`config.mk`:
```
export PLATFORM = sky130hd
export DESIGN_NAME = stepper_ctrl
export DESIGN_NICKNAME = d
export VERILOG_FILES = /design/src/rtl/stepper_pkg.sv /design/src/rtl/stepper_phase_seq.sv /design/src/rtl/stepper_ctrl.sv
export SDC_FILE = /design/constraint.sdc
export NUM_CORES = 1
export LEC_CHECK = 0
export BUFFER_PORTS_ARGS = -buffer_cell sky130_fd_sc_hd__clkbuf_2
export CAP_MARGIN = 20
export CORE_MARGIN = 2
export CORE_UTILIZATION = 25
export DETAILED_ROUTE_END_ITERATION = 6
export PLACE_DENSITY_LB_ADDON = 0.08
export SLEW_MARGIN = 30
export SYNTH_ARGS = -nofsm -noshare
export SYNTH_HDL_FRONTEND = slang
export SYNTH_SLANG_ARGS = --single-unit
```
`constraint.sdc`:
```
create_clock -name clk -period 3.7 [get_ports clk]
set_clock_uncertainty 0.15 [all_clocks]
set_input_delay 0.555 -clock clk [delete_from_list [all_inputs] [get_ports clk]]
set_output_delay 0.555 -clock clk [all_outputs]
set_load 0.005 [all_outputs]
```
`src/rtl/stepper_pkg.sv`:
```
// stepper_pkg: shared FSM encoding and coil pattern tables.
// Half-step table used when STEPPER_HALFSTEP_EN is defined.
package stepper_pkg;

    typedef enum logic [1:0] {
        ST_IDLE = 2'd0,
        ST_RUN  = 2'd1,
        ST_FIN  = 2'd2
    } state_t;

    localparam logic [3:0] FULL_P0 = 4'b0011;
    localparam logic [3:0] FULL_P1 = 4'b0110;
    localparam logic [3:0] FULL_P2 = 4'b1100;
    localparam logic [3:0] FULL_P3 = 4'b1001;

    localparam logic [3:0] HALF_P0 = 4'b0001;
    localparam logic [3:0] HALF_P1 = 4'b0011;
    localparam logic [3:0] HALF_P2 = 4'b0010;
    localparam logic [3:0] HALF_P3 = 4'b0110;
    localparam logic [3:0] HALF_P4 = 4'b0100;
    localparam logic [3:0] HALF_P5 = 4'b1100;
    localparam logic [3:0] HALF_P6 = 4'b1000;
    localparam logic [3:0] HALF_P7 = 4'b1001;

    function automatic logic [3:0] full_pat(input logic [1:0] i);
        logic [3:0] p;
        unique case (i)
            2'd0: p = FULL_P0;
            2'd1: p = FULL_P1;
            2'd2: p = FULL_P2;
            default: p = FULL_P3;
        endcase
        return p;
    endfunction

    function automatic logic [3:0] half_pat(input logic [2:0] i);
        logic [3:0] p;
        unique case (i)
            3'd0: p = HALF_P0;
            3'd1: p = HALF_P1;
            3'd2: p = HALF_P2;
            3'd3: p = HALF_P3;
            3'd4: p = HALF_P4;
            3'd5: p = HALF_P5;
            3'd6: p = HALF_P6;
            default: p = HALF_P7;
        endcase
        return p;
    endfunction

endpackage

```
`src/rtl/stepper_phase_seq.sv`:
```
// stepper_phase_seq: phase index register and pattern lookup.
// STEPPER_HALFSTEP_EN selects the 8-entry half-step table.
module stepper_phase_seq
    import stepper_pkg::*;
(
    input  logic       clk,
    input  logic       rst,
    input  logic       step,
    input  logic       dir,
    output logic [3:0] pattern
);

`ifdef STEPPER_HALFSTEP_EN
    localparam int IDX_W = 3;
    localparam logic [IDX_W-1:0] IDX_LAST = 3'd7;
    localparam logic [IDX_W-1:0] IDX_RST  = 3'd1;
`else
    localparam int IDX_W = 2;
    localparam logic [IDX_W-1:0] IDX_LAST = 2'd3;
    localparam logic [IDX_W-1:0] IDX_RST  = 2'd0;
`endif

    logic [IDX_W-1:0] idx_q, idx_d;

    // Walk one entry per step, wrapping at either end.
    always_comb begin
        idx_d = idx_q;
        if (step) begin
            if (dir)
                idx_d = (idx_q == IDX_LAST) ? '0 : idx_q + 1'b1;
            else
                idx_d = (idx_q == '0) ? IDX_LAST : idx_q - 1'b1;
        end
    end

    // Index survives between moves; only reset clears it.
    always_ff @(posedge clk or negedge rst) begin
        if (!rst)
            idx_q <= IDX_RST;
        else
            idx_q <= idx_d;
    end

`ifdef STEPPER_HALFSTEP_EN
    assign pattern = half_pat(idx_q);
`else
    assign pattern = full_pat(idx_q);
`endif

endmodule

```
`src/rtl/stepper_ctrl.sv`:
```
// stepper_ctrl: timed step-move controller with abort and hold.
// STEPPER_HALFSTEP_EN enables half-step sequencing.
module stepper_ctrl
    import stepper_pkg::*;
#(
    parameter int CNT_W = 12,
    parameter int DIV_W = 16
) (
    input  logic             clk,
    input  logic             rst,
    input  logic             cmd_valid,
    output logic             cmd_ready,
    input  logic             cmd_dir,
    input  logic [CNT_W-1:0] cmd_steps,
    input  logic [DIV_W-1:0] cmd_period,
    input  logic             abort,
    input  logic             hold,
    output logic [3:0]       phase,
    output logic             busy,
    output logic             done,
    output logic [15:0]      pos
);

    localparam logic [DIV_W-1:0] T_ONE = DIV_W'(1);
    localparam logic [CNT_W-1:0] C_ONE = CNT_W'(1);

    state_t           state_q, state_d;
    logic [DIV_W-1:0] timer_q, timer_d;
    logic [DIV_W-1:0] per_q, per_d;
    logic [CNT_W-1:0] rem_q, rem_d;
    logic             dir_q, dir_d;
    logic [15:0]      pos_q, pos_d;
    logic             busy_q, done_q, rdy_q;
    logic             step;
    logic [3:0]       pattern;

    // Next-state: accept, count down, issue steps, finish.
    always_comb begin
        state_d = state_q;
        timer_d = timer_q;
        per_d   = per_q;
        rem_d   = rem_q;
        dir_d   = dir_q;
        pos_d   = pos_q;
        step    = 1'b0;
        unique case (state_q)
            ST_IDLE: begin
                if (cmd_valid && rdy_q) begin
                    if (cmd_steps == '0) begin
                        state_d = ST_FIN;
                    end else begin
                        dir_d   = cmd_dir;
                        rem_d   = cmd_steps;
                        per_d   = (cmd_period == '0) ? T_ONE
                                                     : cmd_period;
                        timer_d = per_d;
                        state_d = ST_RUN;
                    end
                end
            end
            ST_RUN: begin
                if (abort) begin
                    state_d = ST_FIN;
                end else if (timer_q == T_ONE) begin
                    step    = 1'b1;
                    timer_d = per_q;
                    rem_d   = rem_q - C_ONE;
                    pos_d   = dir_q ? pos_q + 16'd1
                                    : pos_q - 16'd1;
                    if (rem_q == C_ONE)
                        state_d = ST_FIN;
                end else begin
                    timer_d = timer_q - T_ONE;
                end
            end
            ST_FIN:  state_d = ST_IDLE;
            default: state_d = ST_IDLE;
        endcase
    end

    // State and registered handshake/status outputs.
    always_ff @(posedge clk or negedge rst) begin
        if (!rst) begin
            state_q <= ST_IDLE;
            timer_q <= '0;
            per_q   <= '0;
            rem_q   <= '0;
            dir_q   <= 1'b0;
            pos_q   <= '0;
            busy_q  <= 1'b0;
            done_q  <= 1'b0;
            rdy_q   <= 1'b0;
        end else begin
            state_q <= state_d;
            timer_q <= timer_d;
            per_q   <= per_d;
            rem_q   <= rem_d;
            dir_q   <= dir_d;
            pos_q   <= pos_d;
            busy_q  <= (state_d != ST_IDLE);
            done_q  <= (state_d == ST_FIN);
            rdy_q   <= (state_d == ST_IDLE);
        end
    end

    stepper_phase_seq u_seq (
        .clk     (clk),
        .rst     (rst),
        .step    (step),
        .dir     (dir_q),
        .pattern (pattern)
    );

    assign phase     = (busy_q || hold) ? pattern : 4'b0000;
    assign busy      = busy_q;
    assign done      = done_q;
    assign cmd_ready = rdy_q;
    assign pos       = pos_q;

endmodule

```
### Yosys cells after proc, flatten, opt, wreduce, memory -nomap -nowiden

Cells that the tools add are included.

* logic and storage cells: 68
* register bits after elaboration: 68
* output and inout port bits: 23

* eq/ne operators: 11
* bitwise logic cells: 2
* add/sub/neg operators: 6
* reductions and logical operators: 13
* mux-type cells: 26

Operators by type and width (count)
* 16-bit two-way mux: 6
* 12-bit two-way mux: 4
* 16-bit case mux with 2 select lines: 1
* 16-bit by 1-bit subtractor with 16-bit output (second input constant): 2
* 12-bit case mux with 2 select lines: 1
* 16-bit by 1-bit adder with 16-bit output (second input constant): 1
* 16-bit by 1-bit == test with 1-bit output (second input constant): 1
* 16-bit logical NOT: 1
* 2-bit two-way mux: 8
* 12-bit by 1-bit == test with 1-bit output (second input constant): 1
* 12-bit logical NOT: 1
* 4-bit case mux with 3 select lines: 1
* 12-bit by 1-bit subtractor with 12-bit output (second input constant): 1
* 2-bit inequality test (second input constant): 4
* 2-bit == test (second input constant): 3
* 2-bit logical NOT: 3
* 3-bit AND reduction: 2
* 5-bit AND reduction: 1
* 2-bit by 1-bit == test with 1-bit output (second input constant): 2
* 4-bit two-way mux: 1
* 2-bit case mux with 2 select lines: 1
* 4-bit AND reduction: 1
* 2-bit nonzero test: 2
* 1-bit two-way mux: 3
* 5 further kinds: 6

### Depth between registers and ports, before layout

Gate-level depths: netlist of run 1.

* depth in word-level cells: 6
* depth in mapped cells: 10
* depth with buffers taken out: 9

### Hierarchy

From an unflattened synthesis of run 1, not the netlist that was laid out.

* cells, all modules: 473
* area, all modules: 4262.8 um2

By module, submodules not included
* stepper_ctrl: cells each 459, sequential area each 1651.6 um2, area each 4111.4 um2, times used 1
* stepper_phase_seq: cells each 14, sequential area each 50.0 um2, area each 151.4 um2, times used 1

### Least setup slack after synthesis of run 1

No wires, ideal clock.

* path kind: register to register
* from: register dir_q
* to: register pos_q[12], in the netlist pos[12]
* buffers on the path: 0
* cell stages (with the launch flop): 10
* period minus slack after synthesis: 2.446 ns
* setup slack: 1.254 ns
* arrival time: 2.171 ns
* path through: dfrtp_1 -> inv_1 -> ha_1 -> a21o_1 -> a21oi_1 -> o21ai_0 -> nand3_1 -> nand2_1 -> xor2_1 -> mux2_4

* word-level cells in the longest chain between the ends: 1

RTL lines
* from (decl): RTL line stepper_ctrl.sv:31 `logic dir_q, dir_d;`
* from (signal assigned): RTL line stepper_ctrl.sv:98 `dir_q <= dir_d;`
* 16-bit two-way mux: RTL line stepper_ctrl.sv:68 `pos_d = dir_q ? pos_q + 16'd1`
* to (signal assigned): RTL line stepper_ctrl.sv:99 `pos_q <= pos_d;`
* to (decl): RTL line stepper_ctrl.sv:32 `logic [15:0] pos_q, pos_d;`

Every way passes these cells.
A chain may end at the register's enable or synchronous reset.

### Worst setup path in the final report of run 1

Same ends and word-level chain as after synthesis.

==> results of run 1 <==
==> cell families after synthesis <==
| family | Yosys count | synth area share (%) |
|---|---|---|
| buffers and inverters | 33 | 3.38 |
| adders and majority gates | 23 | 7.06 |
| AOI/OAI and AO/OA | 147 | 20.5 |
| muxes | 17 | 4.66 |
| DFF | 68 | 40.7 |
| and+or+nand+nor | 153 | 18.3 |
| xor gates and xnor gates | 26 | 5.44 |
==> routing by layer <==
layer	GRT usage [%]	vias to the layer above
met5	0	-
met4	4.31	0
met3	3.46	12
met2	21.5	69
met1	17.7	1663
li1	-	1794
==> power by group <==
part           internal [mW]  switching, mW
Clock                  0.471          0.322
Combinational          0.580          0.825
Sequential              1.02          0.233
==> registers in the layout, indices dropped and copies added, names as in the netlist <==
name,count
pos,16
dir_q,1
per_q,16
u_seq.idx_q,2
rem_q,12
timer_q,16
cmd_ready,1
busy,1
done,1
state_q,2
==> cells in the final DEF (no fill, tap or decap), types with 22 or more instances in the layout <==
cell,synthesis,routed
nand2_1,41,41
ha_1,22,22
nor2_1,43,43
o21ai_0,29,29
clkbuf_2,0,55
a21oi_1,47,47
o21ai_1,27,27
dfrtp_1,68,68
==> final cells by class <==
type                       instances  area share (%)
inverter                          12           0.905
multi-input combinational        366            47.1
clock inverter                     2           0.201
sequential                        68            34.2
tap                              220            5.53
timing repair buffer              63            6.94
clock buffer                      14            5.11
==> worst paths after layout <==
check	start	end	slack (ps)	depth (start not counted)
max	dir_q	pos[12]	850	9
min	rst	pos[5]	120	1
max reg2reg	dir_q	pos[12]	850	9
min reg2reg	pos[15]	pos[15]	320	1
max in group asynchronous	rst	per_q[4]	2590	2
min in group clk	cmd_dir	dir_q	290	3
==> through the flow <==
| step | setup slack (ps) | utilization [%] | area (µm²) | total power [mW] | hold WS [ps] |
|---|---|---|---|---|---|
| after floorplan | 1250 | - | 4180 | 2.27 | 109 |
| after global placement | 849 | 28.6 | 4710 | 2.67 | 309 |
| after detailed placement | 819 | 28.6 | 4710 | 2.68 | 326 |
| after CTS | 853 | 30.2 | 4970 | 3.51 | 146 |
| after global routing | 590 | 30.2 | 4970 | 3.76 | 177 |
| final | 851 | 30.2 | 4970 | 3.45 | 117 |
==> metrics.cfg, run 1 <==
[outcome]
status=finished, final reports clean

[yosys]
synth_area_leader_cell=dfrtp_1
synth_area_um2=4180
ys_seq_area_share_pct=40.7
ys_types=59
avgSynthCellArea_um2=8.96
yosysWarnings=0
yosysMostFrequentCell=dfrtp_1
syn-instance-count=467
synth-seq-cells=68
async_reset_ff_share_pct=100
synth_flop_cell=dfrtp_1
synth_area_leaders=dfrtp_1 (41%), ha_1 (6.6%), a21oi_1 (5.6%), nor2_1 (3.9%), mux2_2 (3.8%)
synth_edf_count=0
syn_nets=524
synth_top_cell_area_share_pct=40.7
yosys-top-cells-count=dfrtp_1 (68), a21oi_1 (47), nor2_1 (43), nand2_1 (41), o21ai_0 (29)

[floorplan]
dieArea_um2=17800
core_area_um2=16500
ios=57
start_util_pct=25.4
die_w_um=133
placementRows=47
fp.dieH_um=133

[detailed_routing]
routed_via_density=4.75
wl_met2_um=5140
postRouteAntennaNets=0
wirelength_met1_um=5580
routedWlPerCell_um=15.3
finalWirelength_um=11400
via_count=3538
first_pass_iters=4
first_iter_violations=192
dr.max_layer_used=met4
met3_length_um=482
remaining_drc_errors=0

[sta]
clock.fmax_mhz=351
fin_crit_ps=2850
timing.slew.headroom_pct=52.3
hold_viol=0
setup_viol=0
period_share_pct=77.0
slew_violations=0
worst_pin_slew_ps=716
finalSetupTns_ps=0
rsz0062_at_grt=no

[power_and_ir_drop]
irDropWorstVdd_mv=0.279
powerDensity_nw_per_um2=694
p_leak_nw=2.17

[place]
dp.cells=729
dp_hpwl_um=8070
port_buffers=56
gp_congestion=0.722

[critical_path]
crit_fanout=17
worstPathCellList=inv_1 > ha_1 > a21o_1 > a21oi_1 > o21ai_0 > nand3_1 > nand2_1 > xor2_1 > mux2_4
crit_required_ps=3770
path_buf_inv=1
path_class=reg -> reg
end_kind=flip-flop
cp.arrival_ps=2920
worstSetupStartpointType=flip-flop
path_delay_family=compound AO/OA/AOI/OAI gates
slowest_stage=inv_1
slowest_delay_ps=470

[global_routing]
grt_overflow_total=0
grtUsageTotal_pct=13.4
grt_first_pass_wirelength_um=18800
grt_pass1_vias=3589
antenna_found_initial=0
grt_max_degree=41

[layout]
layout-drive-gt1-share_pct=19.4
area_growth_pct=18.9
diodes=0
n_fill_cell=1746
nNetsFinal=577
fin_cells=745
multi_input_area_um2=2340
regArea_um2=1700

[cts]
clockBufferDepth=2
clk_latency_ps=340
cts-root-buf=clkbuf_16
cts_setup_buffers=0
holdBufCountCts=0
cts_sinks=68
cts_made_buffers=9
tritoncts=done
h-tree-depth=3
cts_resized=0
clkTransAtPathRegs_ps=60

[flow_run]
cap_violations=0

[min_path]
worst_hold_path_type=in -> async

Power figures use the tool's default switching activity.
==> run 2: changes to the inputs <==
Settings changed: ABC_AREA from default to 1.
Clock period 3.7 ns to 2.6 ns, I/O delays scaled along.
==> run 2 against run 1 <==
  * Worst hold slack better by 14 ps
  * Global-route usage grew 1.7 points
  * Wire length up 27%
  * Area after synthesis grew 18%
  * Total power up 71%
  * Setup slack lost 610 ps
  * Sequential power is 42% higher
  * Fmax grew 21%
  * Count of clock-buffer cells in the layout shrank 3
  * Critical endpoint is now pos[6]
  * Critical path depth unchanged
  * First-iteration DRC count is 20% higher
  * Via count rose by 35%
==> metrics.cfg, run 2 <==
[outcome]
status=finished, final reports clean  ; unchanged

[place]
post-place-ws_ps=217  ; was 819 ps
dp.cells=1071  ; was 729
dp_hpwl_um=10900  ; was 8070 µm
gp_congestion=0.825  ; was 0.722
placed_cell_area_um2=5550  ; was 4710 µm²
port_buffers=56  ; unchanged

[yosys]
syn_nets=812  ; was 524
synth_top_cell_area_share_pct=34.6  ; was 40.7%
synth_edf_count=0  ; unchanged
yosys-top-cells-count=nand2_1 (258), inv_1 (98), nor2_1 (95), dfrtp_1 (68), nand3_1 (56)  ; was dfrtp_1 (68), a21oi_1 (47), nor2_1 (43), nand2_1 (41), o21ai_0 (29)
yosysWarnings=0  ; unchanged
ys_types=32  ; was 59
yosysMostFrequentCell=nand2_1  ; was dfrtp_1
ys_seq_area_share_pct=34.6  ; was 40.7%
synth_flop_cell=dfrtp_1  ; unchanged
synth_area_leaders=dfrtp_1 (35%), nand2_1 (20%), inv_1 (7.5%), nor2_1 (7.2%), nand3_1 (5.7%)  ; was dfrtp_1 (41%), ha_1 (6.6%), a21oi_1 (5.6%), nor2_1 (3.9%), mux2_2 (3.8%)
avgSynthCellArea_um2=6.52  ; was 8.96 µm²
async_reset_ff_share_pct=100  ; unchanged
synth-seq-cells=68  ; unchanged
synth_area_um2=4920  ; was 4180 µm²
synth_area_leader_cell=dfrtp_1  ; unchanged
syn-instance-count=755  ; was 467

[sta]
hold_viol=0  ; unchanged
rsz0062_at_grt=no  ; unchanged
clock.fmax_mhz=424  ; was 351 MHz
fin_crit_ps=2360  ; was 2850 ps
hold_ws_ps=131  ; was 117 ps
finalSetupTns_ps=0  ; unchanged
setup_ws_ps=242  ; was 851 ps
slew_violations=0  ; unchanged
worst_pin_slew_ps=572  ; was 716 ps
timing.slew.headroom_pct=61.8  ; was 52.3%
setup_viol=0  ; unchanged
period_share_pct=90.7  ; was 77.0%

[power_and_ir_drop]
pwr-share-seq_pct=30.1  ; was 36.3%
switchingPower_mw=2.74  ; was 1.38 mW
sw_frac_of_total_pct=46.5  ; was 40.0%
intPower_mw=3.16  ; was 2.07 mW
combPwrFrac_pct=50.8  ; was 40.7%
p_clk_share_pct=19.2  ; was 23.0%
p_total_mw=5.90  ; was 3.45 mW
irDropWorstVdd_mv=0.342  ; was 0.279 mV
powerDensity_nw_per_um2=1010  ; was 694 nW/µm²
p_leak_nw=3.09  ; was 2.17 nW

[global_routing]
grt_max_degree=37  ; was 41
grtUsageTotal_pct=15.1  ; was 13.4%
antenna_found_initial=0  ; unchanged
grt_first_pass_wirelength_um=24400  ; was 18,800 µm
grt_pass1_vias=4810  ; was 3,589
grt_overflow_total=0  ; unchanged

[floorplan]
die_w_um=144  ; was 133 µm
fp.dieH_um=144  ; was 133 µm
core_area_um2=19400  ; was 16,500 µm²
dieArea_um2=20800  ; was 17,800 µm²
ios=57  ; unchanged
start_util_pct=25.4  ; about the same
placementRows=51  ; was 47

[critical_path]
worstReg2RegStart=dir_q  ; unchanged
cp.arrival_ps=2440  ; was 2920 ps
crit_fanout=16  ; was 17
worstSetupStartpointType=flip-flop  ; unchanged
crit_required_ps=2680  ; was 3770 ps
end_kind=flip-flop  ; unchanged
worstSetupStartpoint=dir_q  ; unchanged
path_class=reg -> reg  ; unchanged

[detailed_routing]
remaining_drc_errors=0  ; unchanged
finalWirelength_um=14500  ; was 11,400 µm
via_count=4772  ; was 3,538
routed_via_density=4.39  ; was 4.75
first_pass_iters=5  ; was 4
routedWlPerCell_um=13.3  ; was 15.3 µm
postRouteAntennaNets=0  ; unchanged
first_iter_violations=230  ; was 192

[cts]
clkTransAtPathRegs_ps=60  ; about the same
clockBufferDepth=2  ; unchanged
clk_latency_ps=340  ; about the same
cts_resized=0  ; unchanged
cts-root-buf=clkbuf_16  ; unchanged
h-tree-depth=3  ; unchanged
tritoncts=done  ; unchanged
cts_sinks=68  ; unchanged
cts_made_buffers=9  ; unchanged

[layout]
fin_cells=1086  ; was 745
final_cell_mix=nand2_1 (258), inv_1 (98), nor2_1 (95)  ; was dfrtp_1 (68), clkbuf_2 (55), a21oi_1 (47)
layout_commonest_cell=nand2_1  ; was dfrtp_1
diodes=0  ; unchanged
nNetsFinal=875  ; was 577
n_fill_cell=2255  ; was 1,746
final_util_pct=30.0  ; was 30.2%
area_growth_pct=18.2  ; was 18.9%
final_cell_area_um2=5820  ; was 4970 µm²
layout-drive-gt1-share_pct=12.2  ; was 19.4%

[min_path]
worst_hold_path_type=in -> reg  ; was in -> async
hold_start=cmd_period[4]

[flow_run]
cap_violations=0  ; unchanged

==> run 2: cell count changes after synthesis, moves of 11 or more <==
cell and change:
inv_1 +86, nand2_1 +217, nor2_1 +52, a21oi_1 -21, o21ai_0 +18, mux2_2 -14
a211oi_1 -11, nand3_1 +42, o21ai_1 -22
==> run 2: metal layers <==
layer | up-vias | routed length, µm | track usage [%]
met5 | - | 0 | 0
met4 | 0 | 270 | 4.80
met3 | 15 | 439 | 2.81
met2 | 74 | 6920 | 26.3
met1 | 2196 | 6860 | 18.9
li1 | 2487 | - | -
==> run 2: layout make-up <==
class	count	area, µm²	area share (%)
multi-input combinational	569	2760	47.4
sequential	68	1700	29.3
inverter	103	389	6.69
timing repair buffer	67	380	6.54
tap	265	332	5.70
clock buffer	11	243	4.17
clock inverter	3	15.0	0.258
==> run 2: final timing paths <==
check,to,slack (ps),depth (start not counted)
hold / removal,per_q[4],130,3
min in group asynchronous,pos[2],440,2
hold reg to reg,per_q[0],330,2
max in group asynchronous,per_q[6],1270,3
setup reg to reg,pos[6],240,9
setup / recovery,pos[6],240,9
==> run 2: worst max-delay path, stage by stage, from the launching register on <==
cell,delay (ps)
dfrtp_1,420
inv_1,450
ha_1,390
a21oi_1,140
nand2_1,130
nand2_1,90
nand2_1,90
or2_2,280
nand3_1,60
nand2_1,50
==> run 2: timing repair <==
item / in CTS / in global routing
hold endpoints to repair: 35 / 0
buffers inserted: 0 / 0
endpoints found under the setup margin: 0 / 0
hold buffers: 1 / 0
==> run 2: cell families after synthesis <==
group                    share of synthesized area (%)
buffers and inverters                             9.41
XOR/XNOR                                          2.85
flip-flops                                        34.6
AO/OA/AOI/OAI                                     8.39
adder cells (fa/ha/maj)                           6.00
AND/OR/NAND/NOR                                   38.8
==> run 2: power groups by stage <==
stage               Combinational [mW]  Sequential, mW  Clock [mW]
floorplan                         2.30            1.70           0
global placement                  3.01            1.79           0
detailed placement                3.03            1.79           0
CTS                               3.05            1.78        1.18
global route                      3.49            1.83        1.23
finish                            2.99            1.77        1.13
==> run 3: changes to the inputs <==
Settings changed: ABC_AREA 1 to default.
==> run 3 against run 2 <==
  * Final area decreased by 7.4%
  * Setup slack got worse by 130 ps
  * Core utilization up 2.7 points
  * Non-clock buffer count increased by 24
  * Sequential power about the same
  * Sequential cell count unchanged
  * Count of clock-buffer cells in the layout is 1 higher
==> metrics.cfg, run 3 (synthesis gave the netlist of run 1 again) <==
[layout]
area_growth_pct=28.7  ; was 18.2%
layout-drive-gt1-share_pct=27.5  ; was 12.2%
n_fill_cell=1742  ; was 2,255
diodes=0  ; unchanged
final_util_pct=32.7  ; was 30.0%
final_cell_mix=dfrtp_1 (68), clkbuf_2 (55), a21oi_1 (45)  ; was nand2_1 (258), inv_1 (98), nor2_1 (95)
layout_commonest_cell=dfrtp_1  ; was nand2_1
nNetsFinal=605  ; was 875

[sta]
timing.slew.headroom_pct=60.3  ; was 61.8%
rsz0062_at_grt=yes  ; was no
period_share_pct=95.8  ; was 90.7%
clock.fmax_mhz=402  ; was 424 MHz
hold_viol=0  ; unchanged
slew_violations=0  ; unchanged
setup_ws_ps=110  ; was 242 ps
fin_crit_ps=2490  ; was 2360 ps
setup_viol=0  ; unchanged
worst_pin_slew_ps=595  ; was 572 ps
hold_ws_ps=155  ; was 131 ps

[place]
post-place-ws_ps=-27.1  ; was 217 ps
dp_hpwl_um=8280  ; was 10,900 µm
gp_congestion=0.803  ; was 0.825
port_buffers=56  ; unchanged

[critical_path]
cp.arrival_ps=2560  ; was 2440 ps
crit_required_ps=2670  ; was 2680 ps
reg2reg_slack_ps=110  ; was 240 ps
worstReg2RegStart=timer_q[8]  ; was dir_q
crit_fanout=6  ; was 16
path_class=reg -> reg  ; unchanged
r2r_end=timer_q[9]  ; was pos[6]
r2r.worst_path.cells=8  ; was 9
worstSetupStartpointType=flip-flop  ; unchanged
end_kind=flip-flop  ; unchanged

[global_routing]
grt_overflow_total=0  ; unchanged
grt_first_pass_wirelength_um=18900  ; was 24,400 µm
grtUsageTotal_pct=13.5  ; was 15.1%
antenna_found_initial=0  ; unchanged
grt_pass1_vias=3625  ; was 4,810
grt_max_degree=46  ; was 37

[power_and_ir_drop]
powerDensity_nw_per_um2=1010  ; about the same
irDropWorstVdd_mv=0.295  ; was 0.342 mV
p_total_mw=5.43  ; was 5.90 mW
p_leak_nw=2.36  ; was 3.09 nW

[flow_run]
cap_violations=0  ; unchanged

[cts]
h-tree-depth=3  ; unchanged
cts_sinks=68  ; unchanged
tritoncts=done  ; unchanged
clkTransAtPathRegs_ps=60  ; about the same
cts-root-buf=clkbuf_16  ; unchanged
clockBufferDepth=2  ; unchanged
cts_made_buffers=9  ; unchanged
clk_latency_ps=330  ; was 340 ps

[detailed_routing]
postRouteAntennaNets=0  ; unchanged
via_count=3646  ; was 4,772
remaining_drc_errors=0  ; unchanged
first_pass_iters=4  ; was 5
finalWirelength_um=11500  ; was 14,500 µm
routed_via_density=4.72  ; was 4.39
first_iter_violations=156  ; was 230
routedWlPerCell_um=14.8  ; was 13.3 µm

[floorplan]
fp.dieH_um=133  ; was 144 µm
start_util_pct=25.4  ; about the same
die_w_um=133  ; was 144 µm
core_area_um2=16500  ; was 19,400 µm²
placementRows=47  ; was 51
dieArea_um2=17800  ; was 20,800 µm²
ios=57  ; unchanged

[min_path]
hold_start=cmd_dir  ; was cmd_period[4]
worst_hold_path_type=in -> reg  ; unchanged
whs_endpoint=dir_q  ; was per_q[4]
hold_path_depth=3  ; unchanged

[outcome]
status=finished, final reports clean  ; unchanged

[run 3: cell count changes in the layout (fill, tap and decap cells not counted), sizes merged, moves of 7 or more]
| cell | previous run | this run |
|---|---|---|
| a21oi | 26 | 48 |
| nand2 | 263 | 42 |
| mux2 | 0 | 17 |
| buf | 11 | 35 |
| inv | 103 | 11 |
| nor2 | 103 | 44 |
| nand3 | 57 | 15 |
| nand4 | 8 | 1 |
| nor4 | 0 | 10 |
| a211oi | 0 | 11 |
| xor2 | 6 | 14 |
| nand2b | 0 | 7 |
[run 3: area by class of cell]
| cell class | instances | area, µm² | area share, % |
|---|---|---|---|
| multi-input combinational | 366 | 2460 | 45.7 |
| sequential | 68 | 1700 | 31.6 |
| timing repair buffer | 91 | 559 | 10.4 |
| tap | 220 | 275 | 5.11 |
| clock buffer | 12 | 267 | 4.95 |
| clock inverter | 4 | 70.1 | 1.30 |
| inverter | 12 | 48.8 | 0.906 |
[run 3: worst max path at each step]
stage	from	end	slack [ps]	cells after the start
after floorplan	dir_q	pos[12]	150	9
after global placement	dir_q	pos[12]	40	8
after detailed placement	dir_q	pos[13]	-30	9
after CTS	dir_q	pos[13]	6	10
after global routing	timer_q[9]	timer_q[1]	-40	8
final	timer_q[8]	timer_q[9]	110	8
[run 3: report_power, final]
part	switching, mW	internal (mW)
registers	0.320	1.45
logic	1.26	1.01
clock network	0.480	0.916
total	2.06	3.38
[run 3: metal layers]
layer  share of wire, %  global-route usage (%)
met4                1.6                    4.55
met1                 50                    18.2
met3                3.2                    3.08
met2                 45                    21.4
met5                  0                       0
[run 3: through the flow]
| step | std cells | TNS (ps) | cell area, µm² |
|---|---|---|---|
| 2_1_floorplan | 467 | 0 | 4180 |
| 3_3_place_gp | 748 | 0 | 4850 |
| 3_5_place_dp | 748 | -36.5 | 4850 |
| 4_1_cts | 768 | 0 | 5230 |
| 5_1_grt | 773 | -80.6 | 5380 |
| 6_report | 773 | 0 | 5380 |
[run 3: worst max-delay path, cell delays in order (launching register included)]
cell and delay [ps]:
dfrtp_1 390, or4_4 560, nor4_4 350, and3_2 300, buf_4 140, nor4_1 40, a21oi_1 120, a21oi_1 90
a22o_1 240
[run 3: repair_timing]
item                       CTS  global route
pin swaps                    0            10
hold endpoints to repair    23             0
setup endpoints to repair    2            11
resized for setup            4            25
hold buffers                 1             0
setup buffers                3             5
